--- config.mk ---
export PLATFORM = sky130hd
export DESIGN_NAME = pc_redirect_ctrl
export DESIGN_NICKNAME = d
export VERILOG_FILES = /design/src/rtl/pc_redirect_ctrl_pkg.sv /design/src/rtl/pc_redirect_ctrl_irq_sync.sv /design/src/rtl/pc_redirect_ctrl.sv
export SDC_FILE = /design/constraint.sdc
export NUM_CORES = 1
export LEC_CHECK = 0
export ABC_AREA = 1
export BUFFER_PORTS_ARGS = -buffer_cell sky130_fd_sc_hd__buf_2
export CAP_MARGIN = 10
export CORE_AREA = 2 2 102 104
export DETAILED_ROUTE_END_ITERATION = 10
export DIE_AREA = 0 0 104 106
export GPL_TIMING_DRIVEN = 0
export PLACE_DENSITY = 0.76
export SLEW_MARGIN = 20
export SYNTH_ARGS = -nofsm -noshare
export SYNTH_HDL_FRONTEND = slang
export SYNTH_HIERARCHICAL = 1
export SYNTH_SLANG_ARGS = --single-unit
--- constraint.sdc ---
create_clock -name clk -period 5.02 [get_ports clk]
set_clock_uncertainty 0.15 [all_clocks]
set_input_delay 0.753 -clock clk [delete_from_list [all_inputs] [get_ports clk]]
set_output_delay 0.753 -clock clk [all_outputs]
set_load 0.03 [all_outputs]
--- src/rtl/pc_redirect_ctrl_pkg.sv ---
// Shared definitions for the next-PC redirect controller.
// Holds the PCSrc select encodings, the kernel entry vectors and the
// interrupt FSM state encoding.
package pc_redirect_ctrl_pkg;

  localparam int unsigned PCSRC_W = 3;
  localparam int unsigned XLEN    = 32;
  localparam int unsigned JT_W    = 26;

  localparam logic [PCSRC_W-1:0] PCSRC_PC4    = 3'b000;
  localparam logic [PCSRC_W-1:0] PCSRC_BRANCH = 3'b001;
  localparam logic [PCSRC_W-1:0] PCSRC_JUMP   = 3'b010;
  localparam logic [PCSRC_W-1:0] PCSRC_JR     = 3'b011;
  localparam logic [PCSRC_W-1:0] PCSRC_INT    = 3'b100;
  localparam logic [PCSRC_W-1:0] PCSRC_EXC    = 3'b101;

  localparam logic [XLEN-1:0] INT_VECTOR = 32'h8000_0004;
  localparam logic [XLEN-1:0] EXC_VECTOR = 32'h8000_0008;

  typedef enum logic [1:0] {
    ST_RUN    = 2'd0,
    ST_PEND   = 2'd1,
    ST_ENTER  = 2'd2,
    ST_KERNEL = 2'd3
  } irq_state_e;

endpackage

--- src/rtl/pc_redirect_ctrl_irq_sync.sv ---
// N-stage flip-flop synchronizer for an asynchronous level input.
// Ports: clk, reset (async active-high), d (async input), q (synchronized).
module irq_sync #(
  parameter int unsigned STAGES = 2
) (
  input  logic clk,
  input  logic reset,
  input  logic d,
  output logic q
);

  logic [STAGES-1:0] sync_q;
  logic [STAGES-1:0] sync_d;

  // Shift the raw input in at bit 0; the oldest sample appears at the top.
  always_comb begin
    sync_d = {sync_q[STAGES-2:0], d};
  end

  always_ff @(posedge clk or posedge reset) begin
    if (reset) begin
      sync_q <= '0;
    end else begin
      sync_q <= sync_d;
    end
  end

  assign q = sync_q[STAGES-1];

endmodule

--- src/rtl/pc_redirect_ctrl.sv ---
// Next-PC redirect controller for the 5-stage MIPS pipeline.
// Arbitrates EX branch, ID illegal/JR/J redirects and the timer interrupt,
// drives PCSrc, target pass-through buses and flush strobes, and owns the
// interrupt FSM plus the EPC register.
// Ports: clk, reset (async active-high), irq (async level), ID/EX request
// and operand inputs, stall, pc_kernel; outputs PCSrc, ConBA, JT, DatabusA,
// flush_if, flush_id, epc_we, epc (registered), irq_pending.
module pc_redirect_ctrl
  import pc_redirect_ctrl_pkg::*;
#(
  parameter int unsigned IRQ_SYNC_STAGES = 2
) (
  input  logic             clk,
  input  logic             reset,
  input  logic             irq,
  input  logic             id_valid,
  input  logic [XLEN-1:0]  id_pc,
  input  logic             id_jump,
  input  logic             id_jr,
  input  logic             id_illegal,
  input  logic [JT_W-1:0]  id_jt,
  input  logic [XLEN-1:0]  id_rs_data,
  input  logic             ex_branch_taken,
  input  logic             ex_branch,
  input  logic [XLEN-1:0]  ex_conba,
  input  logic             stall,
  input  logic             pc_kernel,
  output logic [PCSRC_W-1:0] PCSrc,
  output logic [XLEN-1:0]  ConBA,
  output logic [JT_W-1:0]  JT,
  output logic [XLEN-1:0]  DatabusA,
  output logic             flush_if,
  output logic             flush_id,
  output logic             epc_we,
  output logic [XLEN-1:0]  epc,
  output logic             irq_pending
);

  logic            irq_s;
  irq_state_e      state_q, state_d;
  logic [XLEN-1:0] epc_q, epc_d;
  logic [PCSRC_W-1:0] pcsrc_c;
  logic            flush_if_c;
  logic            flush_id_c;
  logic            epc_we_c;
  logic            int_accept_c;

  irq_sync #(
    .STAGES(IRQ_SYNC_STAGES)
  ) u_irq_sync (
    .clk  (clk),
    .reset(reset),
    .d    (irq),
    .q    (irq_s)
  );

  // Redirect priority and interrupt FSM next state.
  always_comb begin
    pcsrc_c      = PCSRC_PC4;
    flush_if_c   = 1'b0;
    flush_id_c   = 1'b0;
    epc_we_c     = 1'b0;
    epc_d        = epc_q;
    int_accept_c = 1'b0;
    state_d      = state_q;

    if (ex_branch_taken) begin
      // A taken branch squashes ID, so any ID request there is moot.
      pcsrc_c    = PCSRC_BRANCH;
      flush_if_c = 1'b1;
      flush_id_c = 1'b1;
    end else if (id_illegal && id_valid && !stall) begin
      pcsrc_c    = PCSRC_EXC;
      flush_if_c = 1'b1;
      flush_id_c = 1'b1;
      epc_we_c   = 1'b1;
      epc_d      = id_pc + 32'd4;
    end else if ((state_q == ST_PEND) && id_valid && !stall && !ex_branch && !pc_kernel) begin
      // Wait for a branch in EX to resolve so EPC never points into a shadow.
      pcsrc_c      = PCSRC_INT;
      flush_if_c   = 1'b1;
      flush_id_c   = 1'b1;
      epc_we_c     = 1'b1;
      epc_d        = id_pc;
      int_accept_c = 1'b1;
    end else if (id_jr && id_valid && !stall) begin
      pcsrc_c    = PCSRC_JR;
      flush_if_c = 1'b1;
    end else if (id_jump && id_valid && !stall) begin
      pcsrc_c    = PCSRC_JUMP;
      flush_if_c = 1'b1;
    end

    case (state_q)
      ST_RUN:    if (irq_s && !pc_kernel) state_d = ST_PEND;
      ST_PEND:   if (int_accept_c)        state_d = ST_ENTER;
      ST_ENTER:  if (pc_kernel)           state_d = ST_KERNEL;
      ST_KERNEL: if (!pc_kernel)          state_d = ST_RUN;
      default:                            state_d = ST_RUN;
    endcase
  end

  // FSM state and EPC registers.
  always_ff @(posedge clk or posedge reset) begin
    if (reset) begin
      state_q <= ST_RUN;
      epc_q   <= '0;
    end else begin
      state_q <= state_d;
      epc_q   <= epc_d;
    end
  end

  assign PCSrc       = pcsrc_c;
  assign flush_if    = flush_if_c;
  assign flush_id    = flush_id_c;
  assign epc_we      = epc_we_c;
  assign ConBA       = ex_conba;
  assign JT          = id_jt;
  assign DatabusA    = id_rs_data;
  assign epc         = epc_q;
  assign irq_pending = (state_q == ST_PEND);

endmodule

* Yosys cells after proc, flatten, opt, wreduce, memory -nomap -nowiden *
Index checks and enable logic that the tools add are counted.
W data, S select, Z words.

cells by class
  reduce and logical (&&, ||, !) cells = 18
  mux-type cells = 23
  add/sub/neg operators = 1
  eq/ne operators = 7
  bitwise gates (word level) = 1

operators by type and width
  cell                     count
  $mux W32                 2
  $add A32 B3 Y32 const B  1
  $mux W2                  6
  $logic_and A1 B1 Y1      11
  $mux W1                  11
  $mux W3                  3
  $pmux W2 S4              1
  $ne A2 B2 Y1 const B     3
  $eq A2 B2 Y1 const B     2
  $reduce_and A4 Y1        1
  $logic_not A1 Y1         3
  $eq A2 B1 Y1 const B     1
  $logic_not A2 Y1         1
  $ne A2 B1 Y1 const B     1
  $reduce_and A2 Y1        1
  $reduce_bool A2 Y1       1
  $not A1 Y1               1

storage, ports and cells
  output and inout port bits = 129
  input bits = 133
  register bits = 36
  word-level logic and storage cells = 53

* Depth between registers and ports, before layout *
Gate-level depths: netlist (run 1).

  depth after elaboration = 10
  gate-level depth with buffers = 9
  mapped depth without buffers = 9

* Modules after synthesis *
The synthesis (run 1) kept the hierarchy.

by module, submodules not included
  module            instances  area each (um2)  sequential area each (um2)  cells an instance
  pc_redirect_ctrl  1          2969.1           850.8                       433
  irq_sync          1          53.8             50.0                        3

* Least setup slack after synthesis (run 1) *
Ideal clock, no wire load.

  path kind = input port to output port
  start point = input port id_illegal
  end point = output port PCSrc[1]
  setup slack = 2346 ps
  path buffers = 0
  cell stages on the path = 7
  arrival time = 1771 ps
  data required time = 4117 ps
  cells stage by stage = nand2_1 > nor2_2 > inv_2 > nand2_1 > inv_1 > nand2_1 > nor2_1

on the way
  word-level cells in the longest chain between the ends = 4

ends and longest elaborated chain
  item                              line                    source
  from (decl)                       pc_redirect_ctrl.sv:20  input logic id_illegal,
  $logic_and A1 B1 Y1 (2 in a row)  pc_redirect_ctrl.sv:72  end else if (id_illegal && id_valid && !stall) begin
  $mux W3                           pc_redirect_ctrl.sv:72
  $mux W3                           pc_redirect_ctrl.sv:67  if (ex_branch_taken) begin
  to (decl)                         pc_redirect_ctrl.sv:28  output logic [PCSRC_W-1:0] PCSrc,

No other way between the ends.

* Worst setup path after layout (run 1) *
  start point = input port stall
  end point = output port epc_we

on the way
  word-level cells in the longest chain between the ends = 7
  elaborated cells between the ends (all ways) = 8
  those cells by class = 3 x mux; 5 x reduce/logical

ends and longest elaborated chain
  item                              line                                            source
  from (decl)                       pc_redirect_ctrl.sv:26                          input logic stall,
  $logic_not A1 Y1 *                pc_redirect_ctrl.sv:72, pc_redirect_ctrl.sv:78
  $logic_and A1 B1 Y1 (3 in a row)  pc_redirect_ctrl.sv:78                          end else if ((state_q == ST_PEND) && id_valid && !stall && !ex_branch && !pc_kernel) begin
  $mux W1                           pc_redirect_ctrl.sv:78
  $mux W1 *                         pc_redirect_ctrl.sv:72
  $mux W1 *                         pc_redirect_ctrl.sv:67
  to (decl)                         pc_redirect_ctrl.sv:34                          output logic epc_we,

Every way passes the cells marked *; elsewhere a longest branch is shown, timed or not.

==> run summary, run 1 <==
WORST HOLD PATH
--------------------------------------------------------------------------------
Min-delay worst type                                                primary input to asynchronous set/reset pin

CRITICAL PATH
--------------------------------------------------------------------------------
Endpoint arrival time on the critical path                               2.10 ns
Maximum fanout along the worst path                                           10
R2R depth                                                                      8
Worst Setup Start Kind                                              primary input
Kind of capture point of the worst setup path                        output port
Category of the most critical setup path                            primary input to output port
Required time reported for the critical path endpoint                    4.12 ns

PWR
--------------------------------------------------------------------------------
Peak supply drop                                                      0.000113 V
Final Total Pwr                                                        0.00126 W
Power density over the cells                                         304 nW/um^2
Lkg Pwr                                                                  2.45 nW

DIE
--------------------------------------------------------------------------------
Placeable core region                                                10000 sq um
X dimension of the die                                                    104 um
Die span in y                                                             106 um
Site Rows                                                                     37
Initial cell density of the core                                           0.302
Die Outline Area                                                    11,000 sq um
Total I/O pin count                                                          262

PLACEMENT
--------------------------------------------------------------------------------
Placed instance count                                                        743
Instance area at placement                                            4050 sq um
Final GP Congestion                                                        0.833
HPWL reported at the end of detailed placement                           7070 um
Count of buffers from port buffering                                         171

LAYOUT
--------------------------------------------------------------------------------
Number of non-filler instances in the completed layout                       751
Number of diodes                                                               0
Fraction of final layout cells with drive strength greater than 1          0.468
Final core utilization                                                     0.416
Syn-to-layout area delta                                                   37.6%
Design area                                                           4160 sq um
Total Nets Final                                                             753

DRT
--------------------------------------------------------------------------------
First-pass iteration count of the detailed router                              4
Detail-routed via count per cell                                            4.20
Wirelength, routed                                                       8400 um
Total vias in the final route                                              3,156
Violation count after the first detailed-routing iteration                   131
Detail Route Antenna Nets                                                      0
Total DRC errors in the routed layout                                          0
Wirelength per Cell                                                      11.2 um

STA
--------------------------------------------------------------------------------
Transition at the pin with the smallest max-transition slack            0.736 ns
Total Negative Setup Slacks                                                 0 ns
Achievable frequency                                                     333 MHz
Final critical path time including I/O delays and setup                  3.01 ns
Final Hold Violating Endpoints                                                 0
Fin crit share                                                             0.599
Setup repair after global routing missed its margin                        false
Setup Viol. Count Final                                                        0
Headroom to the max-slew limit                                             0.509
Count of pins over their slew limit                                            0

OUTCOME
--------------------------------------------------------------------------------
Outcome                                                             finished clean

CLOCKING
--------------------------------------------------------------------------------
CTS tree                                                                     yes
Number of buffers created by CTS                                               5
Clock H-tree levels                                                            2
Hold Buf Count CTS                                                             0
Clock-pin slew on the worst setup and hold paths                         0.08 ns
CTS root buf                                                            clkbuf_8
Resize count post-CTS                                                          0
Number of post-CTS setup repair buffers                                        0
Bufs on Longest Clock Path                                                     2
Clk_lat worst skew                                                       0.29 ns
Count of clock tree sinks                                                     36

YOSYS
--------------------------------------------------------------------------------
Syn_nets                                                                     575
Flip-flop and latch count after synthesis                                     36
Synthesis Warnings                                                             6
Fraction of the yosys area taken by sequential cells                       0.298
Syn Std Cell Area                                                     3020 sq um
Syn_area_per_cell                                                     6.93 sq um
Post-Syn Instances                                                           436
Synth unique cells                                                            23

JOB
--------------------------------------------------------------------------------
Max Cap Violations                                                             0

GLOBAL ROUTE
--------------------------------------------------------------------------------
Global-route wire length before repair                                 12,800 um
Overflow after GRT                                                             0
Vias in the first global route                                             2,712
GRT Resource Usage Total                                                   0.145
Maximum number of pins on one net before global-route repair                  35
Initial antenna violation count                                                0

worst max-delay path: stages:
cell	delay, ns
buf_2	0.12
nor2_2	0.24
inv_2	0.11
a21oi_4	0.33
buf_2	0.30
buf_2	0.23
cell type report:
cell class                 count  area [sq um]
inverter                      42           158
clock buffer                   5          68.8
sequential                    36           901
timing repair buffer         171           856
multi-input combinational    261          1240
tap                          136           170
clock inverter                 3          42.5
fill                        1093          5840
buffer                        97           722
registers in the layout (all words and copies together), names as in the netlist:
name               cells
epc                   32
state_q                2
u_irq_sync/sync_q      2
placed cells by master (no fill, tap or decap), drive strengths merged:
cell type / synthesis / routed
bufinv: 0 / 1
a31oi: 1 / 1
o21bai: 3 / 3
clkinv: 0 / 1
ha: 6 / 6
nor2: 35 / 35
nor3: 1 / 1
dfrtp: 36 / 36
nand4: 7 / 7
clkinvlp: 0 / 1
a31o: 1 / 1
buf: 96 / 267
xor2: 10 / 10
inv: 42 / 42
nand2: 132 / 132
nand3: 50 / 50
a21oi: 4 / 4
o21ai: 11 / 11
clkbuf: 1 / 6
synthesized netlist by cell type:
cell type | n | area, sq um
ha_1 | 6 | 75.1
nor3_1 | 1 | 5.00
nor2_4 | 1 | 11.3
inv_2 | 2 | 7.51
o21ai_0 | 11 | 55.1
a21oi_1 | 3 | 15.0
a31o_2 | 1 | 8.76
nand4_1 | 7 | 43.8
buf_2 | 4 | 20.0
nand3_1 | 48 | 240
dfrtp_1 | 36 | 901
o21bai_1 | 3 | 22.5
nor2_2 | 5 | 31.3
clkbuf_1 | 1 | 3.75
buf_6 | 2 | 22.5
a31oi_1 | 1 | 6.26
inv_1 | 40 | 150
a21oi_4 | 1 | 16.3
nand2_1 | 132 | 495
buf_4 | 90 | 676
xor2_1 | 10 | 87.6
nand3_2 | 2 | 20.0
nor2_1 | 29 | 109
layer usage:
metal,part of all wire,GRT usage
met4,0.010,0.0386
met3,0.11,0.0564
met2,0.49,0.258
met1,0.39,0.162
met5,0,0
where the power goes:
group	switching, W	internal, W	total (W)
clock	0.000112	0.000147	0.000259
combinational	0.000396	0.000198	0.000594
sequential	0.0000426	0.000367	0.000410
final timing paths:
kind / startpoint / end / slack, ns
max reg2reg: state_q[1]$_DFFE_PP0P_ / epc[31]$_DFFE_PP0P_ / 3.02
min reg2reg: u_irq_sync/sync_q[0]$_DFF_PP0_ / u_irq_sync/sync_q[1]$_DFF_PP0_ / 0.21
min in group clk: u_irq_sync/sync_q[0]$_DFF_PP0_ / u_irq_sync/sync_q[1]$_DFF_PP0_ / 0.21
max: stall / epc_we / 2.01
max in group asynchronous: reset / epc[9]$_DFFE_PP0P_ / 3.80
min: reset / u_irq_sync/sync_q[0]$_DFF_PP0_ / 0.16
per-stage QoR:
stage	worst slack (ns)	hold WS (ns)
final	2.01	0.161
after floorplan	2.35	0.181
after CTS	1.97	0.153
after detailed placement	1.97	0.192
after global routing	1.86	0.157
after global placement	1.97	0.183
cells by family after synthesis:
logic type / count (synthesis) / synth area share
flops: 36 / 0.298
buf+inv: 139 / 0.291
compound gates: 20 / 0.0410
xor+xnor: 10 / 0.0290
fa+ha+maj: 6 / 0.0248
simple gates: 225 / 0.316
No activity file was read; power rests on OpenSTA's default activity.
==> run 2: changes to the inputs <==
--- a/config.mk
+++ b/config.mk
@@ -8,11 +8,11 @@
 export ABC_AREA = 1
 export BUFFER_PORTS_ARGS = -buffer_cell sky130_fd_sc_hd__buf_2
 export CAP_MARGIN = 10
-export CORE_AREA = 2 2 102 104
+export CORE_AREA = 2 2 103 105
 export DETAILED_ROUTE_END_ITERATION = 10
-export DIE_AREA = 0 0 104 106
+export DIE_AREA = 0 0 105 107
 export GPL_TIMING_DRIVEN = 0
-export PLACE_DENSITY = 0.76
+export PLACE_DENSITY = 0.75
 export SLEW_MARGIN = 20
 export SYNTH_ARGS = -nofsm -noshare
 export SYNTH_HDL_FRONTEND = slang
==> constraint.sdc (replaced) <==
create_clock -name clk -period 2.93 [get_ports clk]
set_clock_uncertainty 0.15 [all_clocks]
set_input_delay 0.4395 -clock clk [delete_from_list [all_inputs] [get_ports clk]]
set_output_delay 0.4395 -clock clk [all_outputs]
set_load 0.03 [all_outputs]
==> run summary, run 2 (same netlist as run 1, synthesis figures left out) <==
STA
--------------------------------------------------------------------------------
Smallest setup slack after layout                                       0.278 ns
Final critical path time including I/O delays and setup                  2.65 ns
Transition at the pin with the smallest max-transition slack            0.754 ns
Count of pins over their slew limit                                            0
Setup Viol. Count Final                                                        0
Headroom to the max-slew limit                                             0.496
Fin crit share                                                             0.905
Achievable frequency                                                     377 MHz
Final Hold Violating Endpoints                                                 0
Setup repair after global routing missed its margin                        false
Total Negative Setup Slacks                                                 0 ns

DIE
--------------------------------------------------------------------------------
Placeable core region                                               10,100 sq um
X dimension of the die                                                    105 um
Die Outline Area                                                    11,200 sq um
Die span in y                                                             107 um
Total I/O pin count                                                          262
Site Rows                                                                     37
Initial cell density of the core                                           0.300

PWR
--------------------------------------------------------------------------------
Peak supply drop                                                      0.000189 V
Lkg Pwr                                                                  2.44 nW
Power density over the cells                                         497 nW/um^2

CLOCKING
--------------------------------------------------------------------------------
CTS root buf                                                            clkbuf_8
Number of buffers created by CTS                                               5
Bufs on Longest Clock Path                                                     2
Clk_lat worst skew                                                       0.28 ns
Clock H-tree levels                                                            2
CTS tree                                                                     yes
Count of clock tree sinks                                                     36
Clock-pin slew on the worst setup and hold paths                         0.07 ns

DRT
--------------------------------------------------------------------------------
Wirelength, routed                                                       8480 um
Violation count after the first detailed-routing iteration                   124
Total DRC errors in the routed layout                                          0
Total vias in the final route                                              3,168
Wirelength per Cell                                                      11.3 um
Detail Route Antenna Nets                                                      0
Detail-routed via count per cell                                            4.22
First-pass iteration count of the detailed router                              4

LAYOUT
--------------------------------------------------------------------------------
Leading cell types in the layout, fill and taps excluded            175 x buf_2, 132 x nand2_1, 90 x buf_4
Max reg flops                                                                 32
Fraction of final layout cells with drive strength greater than 1          0.465
Syn-to-layout area delta                                                   36.8%
Total Nets Final                                                             754
Number of diodes                                                               0
Leading cell type in the layout, fill and taps excluded                    buf_2
# fillers                                                                  1,110

CRITICAL PATH
--------------------------------------------------------------------------------
FF-to-FF setup slack                                                     0.90 ns
Reg-to-Reg End                                                      epc[20]$_DFFE_PP0P_
Required time reported for the critical path endpoint                    2.34 ns
Category of the most critical setup path                            register to output port
Worst Setup Start Kind                                                  register
R2R depth                                                                      8
Kind of capture point of the worst setup path                        output port
Worst r2r src                                                       state_q[1]$_DFFE_PP0P_
Endpoint arrival time on the critical path                               2.06 ns
Maximum fanout along the worst path                                           10

GLOBAL ROUTE
--------------------------------------------------------------------------------
Global-route wire length before repair                                 13,000 um
GRT Resource Usage Total                                                   0.143
Initial antenna violation count                                                0
Overflow after GRT                                                             0
Vias in the first global route                                             2,801
Maximum number of pins on one net before global-route repair                  35

WORST HOLD PATH
--------------------------------------------------------------------------------
Min-delay worst type                                                primary input to register
Cell depth of the worst hold path                                              1
Hold EP                                                             u_irq_sync/sync_q[0]$_DFF_PP0_
Min-delay src                                                                irq

JOB
--------------------------------------------------------------------------------
Max Cap Violations                                                             0

PLACEMENT
--------------------------------------------------------------------------------
Count of buffers from port buffering                                         171
HPWL reported at the end of detailed placement                           7150 um
Worst setup slack after placement                                       0.516 ns
Final GP Congestion                                                        0.814

OUTCOME
--------------------------------------------------------------------------------
Outcome                                                             finished clean

==> run 2: worst max-delay path: stages (launching register included) <==
cell and delay [ns]:
dfrtp_1 0.39, inv_1 0.13, ha_1 0.21, nand3_2 0.16
a21oi_4 0.34, buf_2 0.30, buf_2 0.24
==> run 2: routing by layer <==
| layer | part of all wire | GRT usage | wire [um] |
|---|---|---|---|
| met3 | 0.10 | 0.0468 | 879 |
| met1 | 0.40 | 0.166 | 3390 |
| met5 | 0 | 0 | 0 |
| met2 | 0.49 | 0.259 | 4160 |
| met4 | 0.0054 | 0.0286 | 46 |
==> run 2: worst max-delay path by stage <==
stage | startpoint | end | slack [ns] | cells after the start
detailed placement | stall | epc_we | 0.52 | 6
global placement | stall | epc_we | 0.51 | 6
global route | state_q[1]$_DFFE_PP0P_ | epc_we | 0.1 | 6
CTS | state_q[1]$_DFFE_PP0P_ | epc_we | 0.22 | 6
floorplan | state_q[1]$_DFFE_PP0P_ | PCSrc[1] | 0.71 | 5
finish | state_q[1]$_DFFE_PP0P_ | epc_we | 0.28 | 6
==> run 2: area by class of cell <==
type                    count  area [sq um]  area share
flip-flops and latches     36           901       0.218
inverters                  42           158      0.0381
plain buffers              97           722       0.175
clock inverters             1          5.00     0.00121
repair buffers            172           866       0.209
clock buffers               6          72.6      0.0175
well taps                 136           170      0.0411
multi-input cells         261          1240       0.300
==> run 2: per-stage QoR <==
| stage | utilization | hold slack [ns] | total power, W | instances | cell area [sq um] |
|---|---|---|---|---|---|
| floorplan | - | 0.0307 | 0.00144 | 436 | 3020 |
| global placement | 0.401 | 0.151 | 0.00172 | 743 | 4050 |
| detailed placement | 0.401 | 0.162 | 0.00174 | 743 | 4050 |
| CTS | 0.410 | 0.110 | 0.00210 | 751 | 4140 |
| global route | 0.410 | 0.103 | 0.00221 | 751 | 4140 |
| finish | 0.410 | 0.119 | 0.00206 | 751 | 4140 |
==> run 2: report_power, final <==
group | switching [W] | internal, W | leakage (nW) | total, W
Clock | 0.000173 | 0.000162 | 0.0410 | 0.000335
Sequential | 0.0000684 | 0.000629 | 0.446 | 0.000698
Combinational | 0.000684 | 0.000339 | 1.96 | 0.00102
==> run 2: repair_timing <==
| action | in CTS | in global routing |
|---|---|---|
| endpoints found under the setup margin | 0 | 0 |
| resized for setup | 0 | 0 |
| hold endpoints to repair | 2 | 0 |
| buffers inserted | 0 | 0 |
| hold buffers | 1 | 0 |
